<file path="config.mk">
export PLATFORM = sky130hd
export DESIGN_NAME = pc_sequencer
export DESIGN_NICKNAME = d
export VERILOG_FILES = /design/src/rtl/pc_seq_pkg.sv /design/src/rtl/ret_stack.sv /design/src/rtl/pc_sequencer.sv
export SDC_FILE = /design/constraint.sdc
export NUM_CORES = 1
export LEC_CHECK = 0
export BUFFER_PORTS_ARGS = -buffer_cell sky130_fd_sc_hd__buf_4
export CORE_AREA = 2 2 63 65
export DETAILED_ROUTE_END_ITERATION = 16
export DIE_AREA = 0 0 65 67
export PLACE_DENSITY = 0.72
export SYNTH_ARGS = -nofsm -noshare
export SYNTH_HDL_FRONTEND = slang
export SYNTH_SLANG_ARGS = --single-unit
</file>
<file path="constraint.sdc">
create_clock -name clk -period 3.6 [get_ports clk]
set_input_delay 0.54 -clock clk [delete_from_list [all_inputs] [get_ports clk]]
set_output_delay 0.54 -clock clk [all_outputs]
set_load 0.005 [all_outputs]
</file>
<file path="src/rtl/pc_seq_pkg.sv">
// Shared widths, opcode and state encodings for the fetch/redirect sequencer.
package pc_seq_pkg;

  localparam int INSTR_W     = 8;
  localparam int PC_W        = 4;
  localparam int STACK_DEPTH = 4;

  typedef enum logic [2:0] {
    OP_SEQ  = 3'b000,
    OP_JMP  = 3'b001,
    OP_JZ   = 3'b010,
    OP_CALL = 3'b011,
    OP_RET  = 3'b100,
    OP_HALT = 3'b101
  } opcode_t;

  typedef enum logic [1:0] {
    S_FETCH = 2'd0,
    S_EXEC  = 2'd1,
    S_HALT  = 2'd2
  } state_t;

endpackage

</file>
<file path="src/rtl/ret_stack.sv">
// Return-address LIFO; a push when full or a pop when empty is dropped.
module ret_stack
  import pc_seq_pkg::*;
#(
  parameter int DEPTH = STACK_DEPTH,
  parameter int W     = PC_W
) (
  input  logic                         clk,
  input  logic                         rst_n,
  input  logic                         push,
  input  logic                         pop,
  input  logic [W-1:0]                 wdata,
  output logic [W-1:0]                 top,
  output logic                         full,
  output logic                         empty,
  output logic [$clog2(DEPTH+1)-1:0]   depth
);

  localparam int CW = $clog2(DEPTH + 1);
  localparam int AW = (DEPTH > 1) ? $clog2(DEPTH) : 1;

  logic [W-1:0]  mem [DEPTH];
  logic [CW-1:0] count;

  assign full  = (count == CW'(DEPTH));
  assign empty = (count == '0);
  assign depth = count;
  assign top   = mem[AW'(count - 1'b1)];

  // NOTE: state uses non-blocking assignments so every flop samples pre-edge values.
  always_ff @(posedge clk or negedge rst_n) begin
    if (!rst_n) begin
      count <= '0;
    end else if (push && !full) begin
      count <= count + 1'b1;
    end else if (pop && !empty) begin
      count <= count - 1'b1;
    end
  end

  // NOTE: storage is deliberately not reset; count alone decides which entries are live.
  always_ff @(posedge clk) begin
    if (push && !full) begin
      mem[AW'(count)] <= wdata;
    end
  end

endmodule

</file>
<file path="src/rtl/pc_sequencer.sv">
// Two-phase fetch/execute controller driving program_counter load/next_pc.
module pc_sequencer
  import pc_seq_pkg::*;
#(
  parameter int STACK_DEPTH = pc_seq_pkg::STACK_DEPTH
) (
  input  logic                               clk,
  input  logic                               rst_n,
  input  logic [PC_W-1:0]                    pc,
  input  logic                               zero_flag,
  output logic                               imem_req,
  output logic [PC_W-1:0]                    imem_addr,
  input  logic                               imem_ack,
  input  logic [INSTR_W-1:0]                 imem_data,
  output logic                               load,
  output logic [PC_W-1:0]                    next_pc,
  output logic                               exec_valid,
  output logic                               halted,
  output logic                               stack_err,
  output logic [$clog2(STACK_DEPTH+1)-1:0]   depth
);

  state_t          state, state_nxt;
  logic [2:0]      ir_op;
  logic [PC_W-1:0] ir_tgt;
  logic            push, pop, err_set;
  logic [PC_W-1:0] stk_top;
  logic            stk_full, stk_empty;
  logic            unused_imem_bit;

  assign unused_imem_bit = imem_data[4];
  assign imem_addr       = pc;

  ret_stack #(.DEPTH(STACK_DEPTH), .W(PC_W)) u_stack (
    .clk   (clk),
    .rst_n (rst_n),
    .push  (push),
    .pop   (pop),
    .wdata (pc + PC_W'(1)),
    .top   (stk_top),
    .full  (stk_full),
    .empty (stk_empty),
    .depth (depth)
  );

  always_ff @(posedge clk or negedge rst_n) begin
    if (!rst_n) begin
      state  <= S_FETCH;
      ir_op  <= '0;
      ir_tgt <= '0;
    end else begin
      state <= state_nxt;
      if (state == S_FETCH && imem_ack) begin
        ir_op  <= imem_data[INSTR_W-1 -: 3];
        ir_tgt <= imem_data[PC_W-1:0];
      end
    end
  end

  always_ff @(posedge clk or negedge rst_n) begin
    if (!rst_n) begin
      stack_err <= 1'b0;
    end else if (err_set) begin
      stack_err <= 1'b1;
    end
  end

  // Default is "hold the PC"; only EXEC ever lets it increment or redirects it.
  always_comb begin
    // NOTE: every output gets a default first so no path infers a latch.
    state_nxt  = state;
    imem_req   = 1'b0;
    load       = 1'b1;
    next_pc    = pc;
    exec_valid = 1'b0;
    halted     = 1'b0;
    push       = 1'b0;
    pop        = 1'b0;
    err_set    = 1'b0;
    case (state)
      S_FETCH: begin
        imem_req = 1'b1;
        if (imem_ack) state_nxt = S_EXEC;
      end
      S_EXEC: begin
        exec_valid = 1'b1;
        state_nxt  = S_FETCH;
        case (opcode_t'(ir_op))
          OP_JMP: next_pc = ir_tgt;
          OP_JZ: begin
            if (zero_flag) next_pc = ir_tgt;
            else           load    = 1'b0;
          end
          OP_CALL: begin
            next_pc = ir_tgt;
            if (stk_full) err_set = 1'b1;
            else          push    = 1'b1;
          end
          OP_RET: begin
            if (stk_empty) begin
              err_set = 1'b1;
              load    = 1'b0;
            end else begin
              pop     = 1'b1;
              next_pc = stk_top;
            end
          end
          OP_HALT: state_nxt = S_HALT;
          default: load = 1'b0;
        endcase
      end
      S_HALT: halted = 1'b1;
      default: state_nxt = S_FETCH;
    endcase
  end

endmodule

</file>
==> results of run 1 <==
metrics by stage:
step / hold slack [ns] / utilization (%) / power (mW) / setup slack (ns)
CTS: 0.0954 / 49.1 / 1.30 / 0.642
global route: 0.0934 / 49.1 / 1.38 / 0.533
floorplan: 0.244 / - / 0.827 / 1.16
finish: 0.0935 / 49.1 / 1.29 / 0.692
detailed placement: 0.399 / 46.3 / 1.01 / 0.953
global placement: 0.391 / 46.3 / 0.988 / 0.981
cell type report:
class	instances	area (sq um)	area share [%]
multi-input cells	61	562	31.8
well taps	48	60.1	3.39
inverters	4	15.0	0.849
repair buffers	30	225	12.7
flip-flops and latches	29	806	45.5
clock inverters	1	5.00	0.283
clock buffers	7	96.3	5.45
power by group through the flow:
stage          clock [mW]  sequential [mW]  combinational (mW)
2_1_floorplan           0            0.485               0.342
3_3_place_gp            0            0.516               0.471
3_5_place_dp            0            0.522               0.485
4_1_cts             0.297            0.516               0.488
5_1_grt             0.314            0.528               0.535
6_report            0.290            0.512               0.483
layout by cell type (no fill, tap or decap), drive strengths merged:
cell type / netlist / final
a211o: 1 / 1
a211oi: 1 / 1
a21o: 4 / 4
a21oi: 1 / 1
a22oi: 1 / 1
a31o: 1 / 1
a32o: 4 / 4
a41o: 1 / 1
and2: 4 / 4
and2b: 3 / 3
and3: 2 / 2
and3b: 1 / 1
buf: 5 / 30
clkbuf: 3 / 7
clkinv: 0 / 1
dfrtp: 13 / 13
edfxtp: 16 / 16
ha: 6 / 6
inv: 4 / 4
mux2: 6 / 6
mux4: 4 / 4
nand2: 3 / 3
nand3: 1 / 1
nor2: 5 / 5
nor2b: 2 / 2
nor3b: 1 / 1
o21ai: 3 / 3
o221ai: 1 / 1
or3b: 1 / 1
xnor2: 3 / 3
xor2: 1 / 1
per-layer routing:
layer	up-vias	part of all wire (%)
met4	0	1.3
met5	-	0
met3	6	7.6
li1	433	-
met2	34	47
met1	431	44
flip-flops by register name, summed over array words and instances (netlist names):
name,flops
u_stack.mem,16
ir_op,3
u_stack.depth,3
stack_err,1
state,2
ir_tgt,4
final timing paths:
path                                        from               end
worst min register to register         stack_err         stack_err
worst max register to register  u_stack.depth[0]  u_stack.depth[1]
min in group clk                    imem_data[6]          ir_op[1]
worst min-delay path                       rst_n  u_stack.depth[1]
worst max-delay path            u_stack.depth[0]        next_pc[1]
max in group asynchronous                  rst_n         ir_tgt[1]
cells by family after synthesis:
logic type / synth area share [%]
xor gates and xnor gates: 2.45
muxes: 11.0
adders and majority gates: 5.25
AOI/OAI and AO/OA: 9.98
buffers and inverters: 4.29
and+or+nand+nor: 10.6
DFF: 56.4
==> flow_metrics.py, run 1 <==
metrics = {
    "outcome": {
        "outcome": "finished clean",
    },
    "routing": {
        "vias": 904,
        "route.detailed.drc": 0,
        "drt_iter0_drc": 36,
        "wl_um": 2810,
        "firstDrtPassIters": 4,
        "ant_nets": 0,
        "viasPerCell": 5.02,
        "wire_per_inst_um": 15.6,
    },
    "final_layout": {
        "layout-drive-gt1-share_pct": 42.4,
        "syn_to_final_growth_pct": 23.8,
        "antenna_cells": 0,
        "fin_nets": 153,
        "fin_cells": 180,
        "final_area_sq_um": 1770,
        "final.fill_count": 332,
    },
    "power": {
        "leakage_nw": 0.761,
        "pwr-share-comb_pct": 37.6,
        "vdd_ir_drop_max_uv": 275,
        "power_density_nw_per_um2": 726,
        "internal_power_mw": 0.873,
        "p_sw_mw": 0.412,
        "switching_share_pct": 32.1,
        "seqPwrFrac_pct": 39.8,
        "p_clk_share_pct": 22.6,
    },
    "worst_setup_path": {
        "required_ns": 3.06,
        "arrival_ns": 2.37,
        "critPathMaxFanout": 9,
        "crit_cells": 6,
        "crit_chain": "inv_1, ha_1, mux4_2, a32o_1, a21o_1, buf_4",
        "crit_buf_inv": 2,
        "critPathKind": "reg2out",
        "crit_family": "flip-flops",
        "slowest_stage": "dfrtp_1",
        "r2r_setup_slack_ns": 1.44,
        "max_stage_delay_ns": 0.60,
        "crit_path_end_kind": "primary output",
        "worst_r2r_path_depth": 6,
        "crit_path_start_kind": "flip-flop",
    },
    "job": {
        "drv_cap": 0,
    },
    "placement": {
        "globalplace.congestion": 0.754,
        "numPortBuffers": 30,
        "hpwl_um": 2080,
        "dp.cells": 172,
        "place_area_sq_um": 1670,
    },
    "clocking": {
        "clk_pin_slew_ns": 0.06,
        "clock_sinks": 29,
        "cts_buffers": 5,
        "cts_buffer_depth": 2,
        "cts_tree": "done",
        "clock_latency_ns": 0.28,
        "hold_buffers": 0,
        "ctsResizeCount": 0,
        "post_cts_buffers": 0,
        "htreeDepth": 2,
        "clk_root_buffer_cell": "clkbuf_8",
    },
    "sta": {
        "rsz0062_at_grt": "false",
        "finalCritPeriodShare_pct": 80.8,
        "setup-tns-final_ns": 0,
        "hold_viol": 0,
        "skew_ns": 0.00699,
        "relSlewSlack_pct": 58.3,
        "fmax_ghz": 0.344,
        "worst_slew_pin_slew_ns": 0.619,
        "finalSetupViolCount": 0,
        "fin_crit_ns": 2.91,
        "maxSlewViolCount": 0,
    },
    "synthesis": {
        "synth_edf_count": 16,
        "avgSynthCellArea_sq_um": 14.0,
        "async_reset_ff_share_pct": 44.8,
        "synth.area.top_cells": "edfxtp_1 34%, dfrtp_1 23%, mux4_2 6.3%, ha_1 5.3%, mux2_2 4.7%",
        "syn_area_sq_um": 1430,
        "synthCells": 102,
        "yosys.area.top_type": "edfxtp_1",
        "synth_common_cells": "16 x edfxtp_1, 13 x dfrtp_1, 6 x ha_1, 6 x mux2_2, 5 x nor2_1",
        "yosysMostFrequentCell": "edfxtp_1",
        "ys_warn_count": 0,
        "ys_ff_latch": 29,
        "synth_top_area_share_pct": 33.6,
        "synthFlopType": "edfxtp_1",
        "synth_nets": 124,
        "synth-seq-area-share_pct": 56.4,
        "synth_cell_type_count": 31,
    },
    "grt": {
        "busiest_layer": "met2",
        "met2_usage_pct": 23.3,
        "grt_pass1_wl_um": 4600,
        "grt_max_degree": 14,
        "antenna_found_initial": 0,
        "grt_util_met3_pct": 5.74,
        "met1_usage_pct": 18.4,
        "grt_pass1_vias": 915,
        "track_usage_pct": 14.9,
        "grt.overflow.total": 0,
    },
    "floorplanning": {
        "die_area_sq_um": 4360,
        "core_region_area_sq_um": 3610,
        "fp.dieH_um": 67,
        "start_util_pct": 39.6,
        "rows": 22,
        "boundaryPins": 32,
        "die_x_um": 65,
    },
    "min_path": {
        "hp-class": "in2async",
    },
}
Power figures use the tool's default switching activity.
==> inputs of run 2 (changes only) <==
clock period = 2.68 ns   (was 3.6 ns; I/O delays follow)
==> flow_metrics.py, run 2 (synthesized netlist as in run 1, its figures left out) <==
metrics = {
    "outcome": {
        "outcome": "finished clean",
    },
    "placement": {
        "pre_cts_ws_ns": 0.485,
        "numPortBuffers": 30,
        "hpwl_um": 2100,
        "globalplace.congestion": 0.756,
    },
    "worst_setup_path": {
        "crit_path_start_kind": "flip-flop",
        "arrival_ns": 2.11,
        "worst_r2r_path_depth": 6,
        "max_stage_delay_ns": 0.45,
        "critPathMaxFanout": 7,
        "slowest_stage": "ha_1",
        "r2r_setup_slack_ns": 0.85,
        "crit_buf_inv": 2,
        "crit_family": "adder cells",
        "crit_chain": "inv_1, ha_1, mux4_2, a32o_1, a21o_1, buf_4",
        "crit_path_end_kind": "primary output",
        "required_ns": 2.28,
        "r2r-start": "u_stack.depth[1]",
        "reg2reg_to": "u_stack.depth[1]",
        "critPathKind": "reg2out",
    },
    "sta": {
        "worst_slack_ns": 0.173,
        "setup-tns-final_ns": 0,
        "finalCritPeriodShare_pct": 93.5,
        "skew_ns": 0.00269,
        "maxSlewViolCount": 0,
        "worst_slew_pin_slew_ns": 0.572,
        "finalSetupViolCount": 0,
        "hold_viol": 0,
        "fin_crit_ns": 2.51,
        "relSlewSlack_pct": 61.5,
        "rsz0062_at_grt": "false",
        "fmax_ghz": 0.399,
    },
    "clocking": {
        "clk_root_buffer_cell": "clkbuf_8",
        "htreeDepth": 2,
        "post_cts_buffers": 0,
        "hold_buffers": 1,
        "clk_pin_slew_ns": 0.06,
        "cts_buffer_depth": 2,
        "clock_latency_ns": 0.28,
        "cts_tree": "done",
        "clock_sinks": 29,
        "cts_buffers": 5,
        "ctsResizeCount": 0,
    },
    "grt": {
        "antenna_found_initial": 0,
        "grt_pass1_wl_um": 4700,
        "track_usage_pct": 15.3,
        "grt.overflow.total": 0,
        "grt_pass1_vias": 935,
        "grt_max_degree": 14,
    },
    "power": {
        "p_sw_mw": 0.552,
        "vdd_ir_drop_max_uv": 446,
        "leakage_nw": 0.774,
        "switching_share_pct": 30.5,
        "internal_power_mw": 1.26,
        "power_density_nw_per_um2": 1000,
        "seqPwrFrac_pct": 36.5,
        "pwr-share-comb_pct": 38.1,
        "p_clk_share_pct": 25.3,
    },
    "final_layout": {
        "antenna_cells": 0,
        "largest_register": "u_stack.mem",
        "layout_common_cells": "31 x buf_4, 16 x edfxtp_1, 13 x dfrtp_1",
        "final_common_cell": "buf_4",
        "fin_nets": 155,
        "reg.largest.list": "u_stack.mem: 16 flops, ir_tgt: 4 flops",
        "syn_to_final_growth_pct": 26.1,
        "largest_reg_flops": 16,
        "layout-drive-gt1-share_pct": 41.8,
    },
    "min_path": {
        "hp-class": "in2reg",
        "whs_endpoint": "ir_op[1]",
        "whs_path_depth": 3,
        "min_from": "imem_data[6]",
    },
    "routing": {
        "wire_per_inst_um": 15.4,
        "drt_iter0_drc": 22,
        "route.detailed.drc": 0,
        "vias": 899,
        "wl_um": 2800,
        "firstDrtPassIters": 3,
        "viasPerCell": 4.94,
        "ant_nets": 0,
    },
    "floorplanning": {
        "fp.dieH_um": 67,
        "die_area_sq_um": 4360,
        "rows": 22,
        "core_region_area_sq_um": 3610,
        "start_util_pct": 39.6,
        "die_x_um": 65,
        "boundaryPins": 32,
    },
    "job": {
        "drv_cap": 0,
    },
}
## run 2: power groups by stage
stage	logic (mW)	registers [mW]	clock network, mW
detailed placement	0.692	0.672	0
global route	0.765	0.680	0.494
floorplan	0.460	0.651	0
CTS	0.701	0.663	0.468
finish	0.690	0.661	0.458
global placement	0.673	0.665	0
## run 2: worst max-delay path by stage
stage | from | endpoint | slack, ns | cells past startpoint
after global placement | u_stack.depth[1] | next_pc[0] | 0.52 | 6
after detailed placement | u_stack.depth[1] | next_pc[1] | 0.48 | 6
after global routing | u_stack.depth[1] | next_pc[3] | 0.03 | 7
after floorplan | u_stack.depth[0] | next_pc[2] | 0.38 | 6
final | u_stack.depth[1] | next_pc[0] | 0.17 | 6
after CTS | u_stack.depth[1] | next_pc[0] | 0.16 | 6
## run 2: through the flow
stage               cells  hold slack (ns)  power, mW  util, %  area [sq um]
floorplan             102            0.106       1.11        -          1430
global placement      173            0.254       1.34     46.5          1680
detailed placement    173            0.257       1.36     46.5          1680
CTS                   182            0.334       1.83     50.0          1800
global route          182            0.341       1.94     50.0          1800
finish                182            0.337       1.81     50.0          1800
## run 2: layout make-up
| cell class | instances | area (sq um) |
|---|---|---|
| inverters | 4 | 15.0 |
| clock inverters | 1 | 30.0 |
| multi-input cells | 61 | 562 |
| well taps | 48 | 60.1 |
| clock buffers | 7 | 86.3 |
| flip-flops and latches | 29 | 806 |
| fillers | 326 | 1800 |
| repair buffers | 32 | 243 |
## run 2: per-layer routing
metal | wire length [um] | share of wire, % | vias to the layer above | GRT usage, %
li1 | - | - | 436 | -
met4 | 49 | 1.7 | 0 | 6.38
met3 | 163 | 5.8 | 5 | 5.24
met1 | 1190 | 42 | 427 | 18.3
met5 | 0 | 0 | - | 0
met2 | 1400 | 50 | 31 | 25.1
## run 2: worst min-delay path, stage by stage
cell and delay, ns:
buf_4 0.08, nand2_1 0.03, o21ai_0 0.07
==> inputs of run 3 (changes only) <==
ABC_AREA = 1   (was default)
CORE_AREA = 2 2 68 70   (was 2 2 63 65)
DIE_AREA = 0 0 70 72   (was 0 0 65 67)
PLACE_DENSITY = 0.7   (was 0.72)
SKIP_CTS_REPAIR_TIMING = 1   (was default)
==> flow_metrics.py, run 3 <==
metrics = {
    "grt": {
        "grt_pass1_wl_um": 5710,
        "grt_max_degree": 14,
        "track_usage_pct": 14.9,
        "grt.overflow.total": 0,
        "grt_pass1_vias": 1272,
        "antenna_found_initial": 0,
    },
    "final_layout": {
        "reg.largest.list": "u_stack.mem: 16 flops, ir_tgt: 4 flops",
        "largest_reg_flops": 16,
        "final.fill_count": 427,
        "fin_nets": 254,
        "antenna_cells": 0,
        "layout-drive-gt1-share_pct": 22.3,
        "layout_common_cells": "69 x nand2_1, 33 x inv_1, 32 x buf_4",
        "final_common_cell": "nand2_1",
        "syn_to_final_growth_pct": 21.9,
        "largest_register": "u_stack.mem",
    },
    "power": {
        "leakage_nw": 1.03,
        "vdd_ir_drop_max_uv": 452,
        "power_density_nw_per_um2": 947,
    },
    "synthesis": {
        "synthFlopType": "edfxtp_1",
        "synth_nets": 220,
        "synth_cell_type_count": 21,
        "avgSynthCellArea_sq_um": 8.28,
        "async_reset_ff_share_pct": 44.8,
        "synth_edf_count": 16,
        "yosys.area.top_type": "edfxtp_1",
        "synth-seq-area-share_pct": 49.1,
        "yosysMostFrequentCell": "nand2_1",
        "ys_warn_count": 0,
        "synth_common_cells": "69 x nand2_1, 33 x inv_1, 17 x nand3_1, 16 x edfxtp_1, 13 x dfrtp_1",
        "synth_top_area_share_pct": 29.3,
        "synth.area.top_cells": "edfxtp_1 29%, dfrtp_1 20%, nand2_1 16%, inv_1 7.6%, nand3_1 5.2%",
        "ys_ff_latch": 29,
        "synthCells": 198,
        "syn_area_sq_um": 1640,
    },
    "worst_setup_path": {
        "crit_path_start_kind": "flip-flop",
        "arrival_ns": 1.92,
        "cp_common_cell": "nand2_1",
        "crit_chain": "inv_1, ha_1, inv_1, nand3_1, nand2_1, nand2_1, nand2_1, nand2_1, nand2_1, buf_4",
        "crit_path_end_kind": "primary output",
        "critPathKind": "reg2out",
        "crit_buf_inv": 3,
        "critPathMaxFanout": 6,
        "required_ns": 2.28,
        "crit_family": "flip-flops",
        "slowest_stage": "dfrtp_1",
        "max_stage_delay_ns": 0.43,
    },
    "routing": {
        "vias": 1301,
        "wl_um": 3360,
        "wire_per_inst_um": 11.8,
        "ant_nets": 0,
        "drt_iter0_drc": 67,
        "route.detailed.drc": 0,
        "firstDrtPassIters": 4,
        "viasPerCell": 4.56,
    },
    "floorplanning": {
        "rows": 24,
        "die_x_um": 70,
        "core_region_area_sq_um": 4260,
        "fp.dieH_um": 72,
        "boundaryPins": 32,
        "die_area_sq_um": 5040,
        "start_util_pct": 38.5,
    },
    "sta": {
        "fin_crit_ns": 2.32,
        "fmax_ghz": 0.430,
        "rsz0062_at_grt": "false",
        "worst_hold_slack_ns": 0.315,
        "relSlewSlack_pct": 70.5,
        "setup-tns-final_ns": 0,
        "worst_slew_pin_slew_ns": 0.441,
        "finalCritPeriodShare_pct": 86.7,
        "maxSlewViolCount": 0,
        "finalSetupViolCount": 0,
        "hold_viol": 0,
        "skew_ns": 0.00474,
    },
    "clocking": {
        "cts_tree": "done",
        "cts_buffer_depth": 2,
        "clk_root_buffer_cell": "clkbuf_8",
        "cts_buffers": 5,
        "clk_pin_slew_ns": 0.06,
        "clock_sinks": 29,
        "htreeDepth": 2,
        "clock_latency_ns": 0.29,
    },
    "min_path": {
        "hp-class": "in2reg",
    },
    "outcome": {
        "outcome": "finished clean",
    },
    "job": {
        "drv_cap": 0,
    },
    "placement": {
        "numPortBuffers": 30,
        "globalplace.congestion": 0.770,
        "hpwl_um": 2530,
    },
}
[run 3: cell types whose count changed after synthesis, sizes merged, moves of 4 or more]
cell    change
mux4        -4
inv        +31
a32o        -4
mux2        -6
o21bai      +4
nand2      +71
nor2        +5
and2        -4
nand3      +18
[run 3: metrics by stage]
step	worst slack, ns	cell area (sq um)	power, mW	utilization [%]	std cells
6_report	0.356	2000	1.89	46.9	285
5_1_grt	0.172	2000	2.05	46.9	285
4_1_cts	0.335	1990	1.91	46.7	284
3_5_place_dp	0.662	1900	1.56	44.6	276
3_3_place_gp	0.654	1900	1.53	44.6	276
2_1_floorplan	0.740	1640	1.25	-	198
[run 3: area by class of cell]
| type | count | area (sq um) | area share (%) |
|---|---|---|---|
| Clock inverter | 3 | 17.5 | 0.876 |
| Multi-Input combinational cell | 128 | 661 | 33.0 |
| Clock buffer | 5 | 68.8 | 3.44 |
| Tap cell | 52 | 65.1 | 3.25 |
| Sequential cell | 29 | 806 | 40.3 |
| Inverter | 35 | 131 | 6.57 |
| Timing Repair Buffer | 33 | 250 | 12.5 |
[run 3: per-layer routing]
metal | GRT usage, % | vias up | share of wire [%]
li1 | - | 682 | -
met1 | 17.8 | 581 | 47
met2 | 25.2 | 31 | 47
met3 | 3.89 | 7 | 4.1
met4 | 7.05 | 0 | 1.9
met5 | 0 | - | 0
[run 3: worst register-to-register path: stages (launching register included)]
cell and delay [ns]:
dfrtp_1 0.43, inv_1 0.10, ha_1 0.20, nand2_1 0.16, nand2_4 0.12, nor2_1 0.37
[run 3: path summary, 6_finish.rpt]
kind                            depth (start not counted)                end  slack, ns              from
worst max-delay path                                   10         next_pc[2]       0.36  u_stack.depth[1]
worst min-delay path                                    3          ir_tgt[0]       0.32      imem_data[0]
worst max register to register                          5  u_stack.mem[1][0]       0.95  u_stack.depth[1]
worst min register to register                          1          stack_err       0.46         stack_err
max in group asynchronous                               2   u_stack.depth[2]       2.02             rst_n
min in group asynchronous                               2          ir_tgt[3]       0.50             rst_n
[run 3: logic make-up (layout without fill, tap and decap cells)]
| logic type | after synthesis | after routing | synth area share [%] |
|---|---|---|---|
| DFF | 29 | 29 | 49.1 |
| AOI/OAI and AO/OA | 12 | 12 | 4.65 |
| adders and majority gates | 6 | 6 | 4.58 |
| and+or+nand+nor | 106 | 106 | 28.9 |
| xor gates and xnor gates | 4 | 4 | 2.14 |
| buffers and inverters | 41 | 76 | 10.6 |
[run 3: report_power, final]
part	switching [mW]	internal [mW]
clock network	0.174	0.179
registers	0.0958	0.572
logic	0.526	0.349
